[config.mk]
export PLATFORM = sky130hd
export DESIGN_NAME = cpu_sequencer
export DESIGN_NICKNAME = d
export VERILOG_FILES = /design/src/rtl/cpu_sequencer.sv
export SDC_FILE = /design/constraint.sdc
export NUM_CORES = 1
export LEC_CHECK = 0
export BUFFER_PORTS_ARGS = -buffer_cell sky130_fd_sc_hd__buf_2
export CELL_PAD_IN_SITES_DETAIL_PLACEMENT = 0
export CELL_PAD_IN_SITES_GLOBAL_PLACEMENT = 2
export CORE_MARGIN = 5
export CORE_UTILIZATION = 26
export CTS_CLUSTER_DIAMETER = 80
export DETAILED_ROUTE_END_ITERATION = 10
export GPL_TIMING_DRIVEN = 0
export PLACE_DENSITY = 0.76
export SLEW_MARGIN = 25
export SYNTH_ARGS = -nofsm -noshare
export SYNTH_HDL_FRONTEND = slang
export SYNTH_SLANG_ARGS = --single-unit
[constraint.sdc]
create_clock -name clk -period 1.9 [get_ports clk]
set_input_delay 0.095 -clock clk [delete_from_list [all_inputs] [get_ports clk]]
set_output_delay 0.095 -clock clk [all_outputs]
set_load 0.02 [all_outputs]
[src/rtl/cpu_sequencer.sv]
// cpu_sequencer: fetch/decode/read/calc/write sequencer; imem fetch port, rf read/write ports, alu control/status, pc/busy/halted/err status
module cpu_sequencer #(
  parameter int DATA_WIDTH = 8,
  parameter int BUS_WIDTH = 8,
  parameter int OPCODE_WIDTH = 6,
  localparam int IW = OPCODE_WIDTH + 3 * BUS_WIDTH
) (
  input  logic                    clk,
  input  logic                    rstn,
  input  logic                    start,
  output logic                    imem_req,
  output logic [BUS_WIDTH-1:0]    imem_addr,
  input  logic                    imem_ack,
  input  logic [IW-1:0]           imem_data,
  output logic [BUS_WIDTH-1:0]    rf_raddr1,
  output logic [BUS_WIDTH-1:0]    rf_raddr2,
  input  logic [DATA_WIDTH-1:0]   rf_rdata1,
  input  logic [DATA_WIDTH-1:0]   rf_rdata2,
  output logic                    rf_we,
  output logic [BUS_WIDTH-1:0]    rf_waddr,
  output logic [DATA_WIDTH-1:0]   rf_wdata,
  output logic                    alu_en,
  output logic [OPCODE_WIDTH-1:0] alu_opcode,
  output logic [DATA_WIDTH-1:0]   alu_value1,
  output logic [DATA_WIDTH-1:0]   alu_value2,
  output logic [BUS_WIDTH-1:0]    alu_addr1,
  output logic [BUS_WIDTH-1:0]    alu_addr2,
  input  logic [DATA_WIDTH-1:0]   alu_result,
  input  logic                    alu_calc_done,
  input  logic                    alu_err,
  input  logic                    alu_finish,
  output logic [BUS_WIDTH-1:0]    pc,
  output logic                    busy,
  output logic                    halted,
  output logic                    err
);
  typedef enum logic [2:0] {IDLE, FETCH, DECODE, SREAD, SCALC, SWRITE, HALT} state_t;
  state_t state;
  logic [IW-1:0] ir;
  logic [OPCODE_WIDTH-1:0] op;
  logic unused;
  assign op = ir[IW-1 -: OPCODE_WIDTH];
  assign rf_waddr = ir[3*BUS_WIDTH-1 -: BUS_WIDTH];
  assign rf_raddr1 = ir[2*BUS_WIDTH-1 -: BUS_WIDTH];
  assign rf_raddr2 = ir[BUS_WIDTH-1:0];
  assign alu_addr1 = rf_raddr1;
  assign alu_addr2 = rf_raddr2;
  assign rf_wdata = alu_result;
  assign imem_addr = pc;
  assign imem_req = state == FETCH;
  assign alu_en = state == SCALC;
  assign rf_we = state == SWRITE;
  assign halted = state == HALT;
  assign busy = !(state == IDLE || state == HALT);
  assign unused = alu_finish;
  always_ff @(posedge clk or negedge rstn)
    if (!rstn) begin
      state <= IDLE;
      pc <= '0;
      ir <= '0;
      alu_opcode <= '0;
      alu_value1 <= '0;
      alu_value2 <= '0;
      err <= 1'b0;
    end else begin
      case (state)
        IDLE, HALT: if (start) begin
          pc <= '0;
          err <= 1'b0;
          state <= FETCH;
        end
        FETCH: if (imem_ack) begin
          ir <= imem_data;
          alu_opcode <= imem_data[IW-1 -: OPCODE_WIDTH];
          state <= DECODE;
        end
        DECODE: begin
          state <= &op ? HALT : ~|op ? FETCH : SREAD;
          pc <= ~|op ? pc + 1'b1 : pc;
        end
        SREAD: begin
          alu_value1 <= rf_rdata1;
          alu_value2 <= rf_rdata2;
          state <= SCALC;
        end
        SCALC: if (alu_err) begin
          err <= 1'b1;
          state <= HALT;
        end else if (alu_calc_done) state <= SWRITE;
        SWRITE: begin
          pc <= pc + 1'b1;
          state <= FETCH;
        end
        default: state <= IDLE;
      endcase
    end
endmodule

* Word-level counts from Yosys, hierarchy flattened
Cells that the tools add are included.
** Storage, ports and cells
- Register bits :: 64
- Output and inout bits :: 92
- Input bits :: 61
** Cells by class
- Add/sub/neg operators :: 1
- Reduce and logical (&&, ||, !) cells :: 12
- Mux-type cells :: 13
- Eq/ne operators :: 11
** Operators by type and width (count)
- $pmux W8 S3 :: 1
- $pmux W3 S6 :: 1
- $mux W8 :: 2
- $mux W3 :: 5
- $eq A3 B3 Y1 const B :: 3
- $reduce_and A3 Y1 :: 3
- $add A8 B1 Y8 const B :: 1
- $eq A3 B2 Y1 const B :: 2
- $reduce_and A6 Y1 :: 1
- $reduce_or A6 Y1 :: 1
- $ne A2 B1 Y1 const B :: 2
- $ne A2 B2 Y1 const B :: 2
- $eq A3 B1 Y1 const B :: 1
- $logic_not A3 Y1 :: 1
- $ne A3 B1 Y1 const B :: 1
- $reduce_bool A3 Y1 :: 1
- $mux W1 :: 2
- $mux W2 :: 1
- $pmux W1 S2 :: 1
- $reduce_and A2 Y1 :: 1
- $reduce_bool A2 Y1 :: 1
- $reduce_or A2 Y1 :: 1
- $logic_not A1 Y1 :: 1
- $logic_or A1 B1 Y1 :: 1

* Longest topological paths before layout
- Depth after elaboration :: 4
- Depth in mapped cells :: 6
- Mapped depth without buffers :: 6

* Worst setup path after synthesis
Ideal clock, no wire load.
- Kind :: reg-to-reg
- Start :: register state[2]
- End :: register alu_opcode[0]
- Required time :: 1.775 ns
- Clock period less this slack :: 1.765 ns
- Cell stages (with the launch flop) :: 6
- Path buffers :: 1
- Arrival :: 1.640 ns
- Setup slack :: 0.135 ns
- Cells stage by stage :: dfrtp_1 > nand2b_1 > nor2_1 > and2_1 > buf_2 > mux2_2
** On the way
- Longest elaborated chain between the ends :: 2
** Ends and longest elaborated chain
- start, declared :: line 38 : state_t state;
- start signal, assigned :: line 78 : state <= &op ? HALT : ~|op ? FETCH : SREAD;
- $eq A3 B1 Y1
- named net imem_req :: line 11 : output logic imem_req,
- $reduce_and A2 Y1 (no source line)
- end signal, assigned :: line 74 : alu_opcode <= imem_data[IW-1 -: OPCODE_WIDTH];
- end, declared :: line 23 : output logic [OPCODE_WIDTH-1:0] alu_opcode,
The timed path passes the listed nets, and every way through them passes these cells.
A chain may end at the register's enable or synchronous reset.

* Worst setup path after layout
- Start :: register state[2]
- End :: register pc[7] (netlist: imem_addr[7])
** On the way
- Longest elaborated chain between the ends :: 4
- Elaborated cells between the ends (all ways) :: 10
- Classes of those cells :: 5 x eq/ne; 1 x mux; 4 x reduce/logical
** Ends and longest elaborated chain
- $eq A3 B3 Y1 / $logic_not A3 Y1 (equally long branches) :: line 66 : case (state)
- $reduce_or A2 Y1 :: line 66
- $ne A2 B2 Y1 (no source line) / $reduce_bool A3 Y1 (equally long branches)
- $reduce_and A3 Y1 (no source line)
- end signal, assigned :: line 79 : pc <= ~|op ? pc + 1'b1 : pc;
- end signal, assigned :: line 91 : pc <= pc + 1'b1;
- end, declared :: line 32 : output logic [BUS_WIDTH-1:0] pc,
Parallel ways exist; a longest one is shown, timed or not.

==> impl_results.md <==
* Die Wd at around 110 um
* Core area at 10300 um2
* Largest family of logic cells by synthesized area: multiplexers
* Setup TNS Final at 0 ps
* Max clock buf depth at 2
* Final hold violation count at 0
* Layout cell share with drive strength beyond 1 at 58.3%
* Post-synthesis compound-gate area fraction at 5.80%
* Switching share of total power at 40.4%
* DRT Wirelength at 7.43 mm
* Synth cell types at 35
* Number of detailed-route iterations in the first pass at 4
* Clk_lat worst skew at 320 ps
* Post-Layout Cell Count at ~570
* First-pass GRT wire length at 12.0 mm
* Syn Inst Count at between 200 and 250
* WP data arrival at 1980 ps
* Vias in the first global route at 2477
* GRT met3 Usage at 3.83%
* Seq pwr share at 31.5%
* GR Util met1 at 14.6%
* Met2 Use GR at a little under a fifth
* Clock-pin slew on the worst setup and hold paths at about 70 ps
* Setup CP Type: register to register
* Fmax at about 0.56 GHz
* CTS Buf Count at 9
* Critical Path Sink Type: register
* Int Power at 4120 uW
* Synthesized area at about 2700 um2
* PD cells at ~1600 nW/um2
* Register area at 1450 um2
* Startpoint types: register
* Largest net degree at the start of global routing at 59
* Status: finished clean
* Final Critical Period at 1780 ps
* Worst Hold Class: primary input to register
* Gr busiest metal: met2
* #FFs+latches synth at 58
* Root buf cell: clkbuf_8
* Synth Area in Simple Gates at 9.63%
* CTS tree: yes
* Leak pwr at 0.00215 uW
* Critical Path RT at 2100 ps
* Skew final at between 7 and 8 ps
* Slew @ Worst Pin at ~750 ps
* Final setup fails at 0
* CP Max Fanout at 7
* Syn nets at 285
* Net Sw Power at 2790 uW
* Multi-input logic area at slightly above 1000 um2
* Dominant cell type by area after synthesis: dfrtp_1
* # IOs at 153
* Commonest non-fill, non-tap cell in the layout: buf_2
* Die area at roughly 13000 um2
* GR Util All Layers at 11.6%
* Final setup margin at 123 ps
* Die height at about 110 um
* Avg Inst Size Synth at between 10 and 15 um2
* Setup Fix Bufs, Post-CTS at 0
* Post-synthesis sequential area ratio at between 50 and 60%
* Post-DP HPWL at 5.29 mm
* Slew margin rel. at about half
* Tcrit/Tclk final at between 90 and 100%
* Gpl congestion at 0.737
* Pre-CTS WS at approximately 52 ps
* Max Cap Violations at 0
* Area contributors post-synth: dfrtp_1 53%, mux2_2 19%, buf_4 8.8%
* DP Cell Count at 502
* Initial antenna violation count at 0
* Synthesis-to-layout area growth at 58.0%
* CTS Sinks at 58
* DR iter-0 viols at 53
* RSZ-0062 raised after global routing: false
* Vias at ~2400
* Antenna fix cells at 0
* Via-to-Cell Ratio at about 4.2
* Post-synth top area share at ~53%
* IO buf count at 143
* Most frequent cells in the layout: 147 x buf_2, 58 x dfrtp_1, 47 x dlygate4sd3_1, 46 x mux2_2, 33 x buf_4
* Final ANT Viol Nets at 0
* Post-synthesis mux area share at 19.3%
* Initial core utilization at 26.6%
* Post-synthesis xor/xnor area fraction at roughly 1.3%
* Routed WL per cell at 13.2 um
* DRC Markers at 0
* Peak supply drop at 0.805 mV
* Remaining Overflow, GRT at 0
* Gate power share at 50.2%
* Adder-cell share of the synthesized area at 0.456%
* Max-slew violations at 0
* Ys Warns at 0
* Clk network pwr share at 18.3%
* Fin nets at just under 500
* Row count at 37
* H-tree depth at 3
* Filler cell count at 1014
[through the flow]
| stage | total power [uW] | hold slack [ps] | utilization [%] | area, um2 |
|---|---|---|---|---|
| final | 6910 | 109 | 42.0 | 4330 |
| after global routing | 7390 | 104 | 42.0 | 4330 |
| after CTS | 7000 | 83.9 | 41.8 | 4320 |
| after detailed placement | 5620 | 226 | 35.2 | 3630 |
| after global placement | 5570 | 327 | 35.1 | 3630 |
| after floorplan | 4490 | -201 | - | 2740 |
[logic make-up (layout without fill, tap and decap cells)]
kind of cell	Yosys count	after routing
compound gates	24	24
xor+xnor	4	4
fa+ha+maj	1	1
buf+inv	42	248
flops	58	58
mux	47	47
simple gates	47	47
[critical path, stage by stage (launching register included)]
cell and delay [ps]:
dfrtp_1 450, nor2b_4 180, or4_4 520, a311oi_2 290
xnor2_1 150, nor2_1 60
[flip-flops by register name (all words and copies together) (netlist names)]
name and cells:
alu_value2 8, imem_addr 8, alu_value1 8, ir 24, alu_opcode 6, state 3
err 1
[power by group through the flow]
stage	logic, uW	registers (uW)	clock network [uW]
5_1_grt	3730	2270	1380
6_report	3470	2180	1270
2_1_floorplan	1670	2820	0
3_3_place_gp	3410	2160	0
4_1_cts	3500	2180	1320
3_5_place_dp	3420	2190	0
[routing by layer]
metal	vias up	part of all wire, %
met5	-	0
met3	11	8.8
met2	105	46
li1	1148	-
met1	1117	44
met4	0	1.4
[cells in the mapped netlist, drive strengths merged]
cell type	instances
a21o	1
a21oi	3
a22oi	1
a311oi	1
a31oi	4
and2	2
and3	1
and4	1
buf	38
clkbuf	1
dfrtp	58
ha	1
inv	3
mux2	46
mux2i	1
nand2	12
nand2b	4
nand3	6
nor2	8
nor2b	7
nor3	1
nor3b	1
nor4	2
o211ai	1
o21a	1
o21ai	8
o2bb2ai	2
o31ai	1
o32ai	1
or3	1
or4	1
xnor2	4
[path summary, 6_finish.rpt]
| check | cells after the start | slack, ps | to | from |
|---|---|---|---|---|
| max in group asynchronous | 2 | 1020 | alu_value1[5] | rstn |
| min in group asynchronous | 2 | 390 | imem_addr[4] | rstn |
| max | 5 | 120 | imem_addr[7] | state[2] |
| max reg2reg | 5 | 120 | imem_addr[7] | state[2] |
| min | 3 | 110 | state[0] | imem_ack |
| min reg2reg | 1 | 500 | alu_value2[1] | alu_value2[1] |
[repair_timing]
item,4_1_cts,5_1_grt
resized for setup,0,4
endpoints found under the setup margin,0,6
hold buffers,47,0
hold endpoints to repair,104,0
[area by class of cell]
type                    count  area share [%]
plain buffers              39            6.50
clock buffers              11            3.26
repair buffers            190            27.4
well taps                 136            3.93
flip-flops and latches     58            33.5
multi-input cells         123            23.3
clock inverters             5            1.79
inverters                   3           0.260
(Power assumes the default switching activity.)
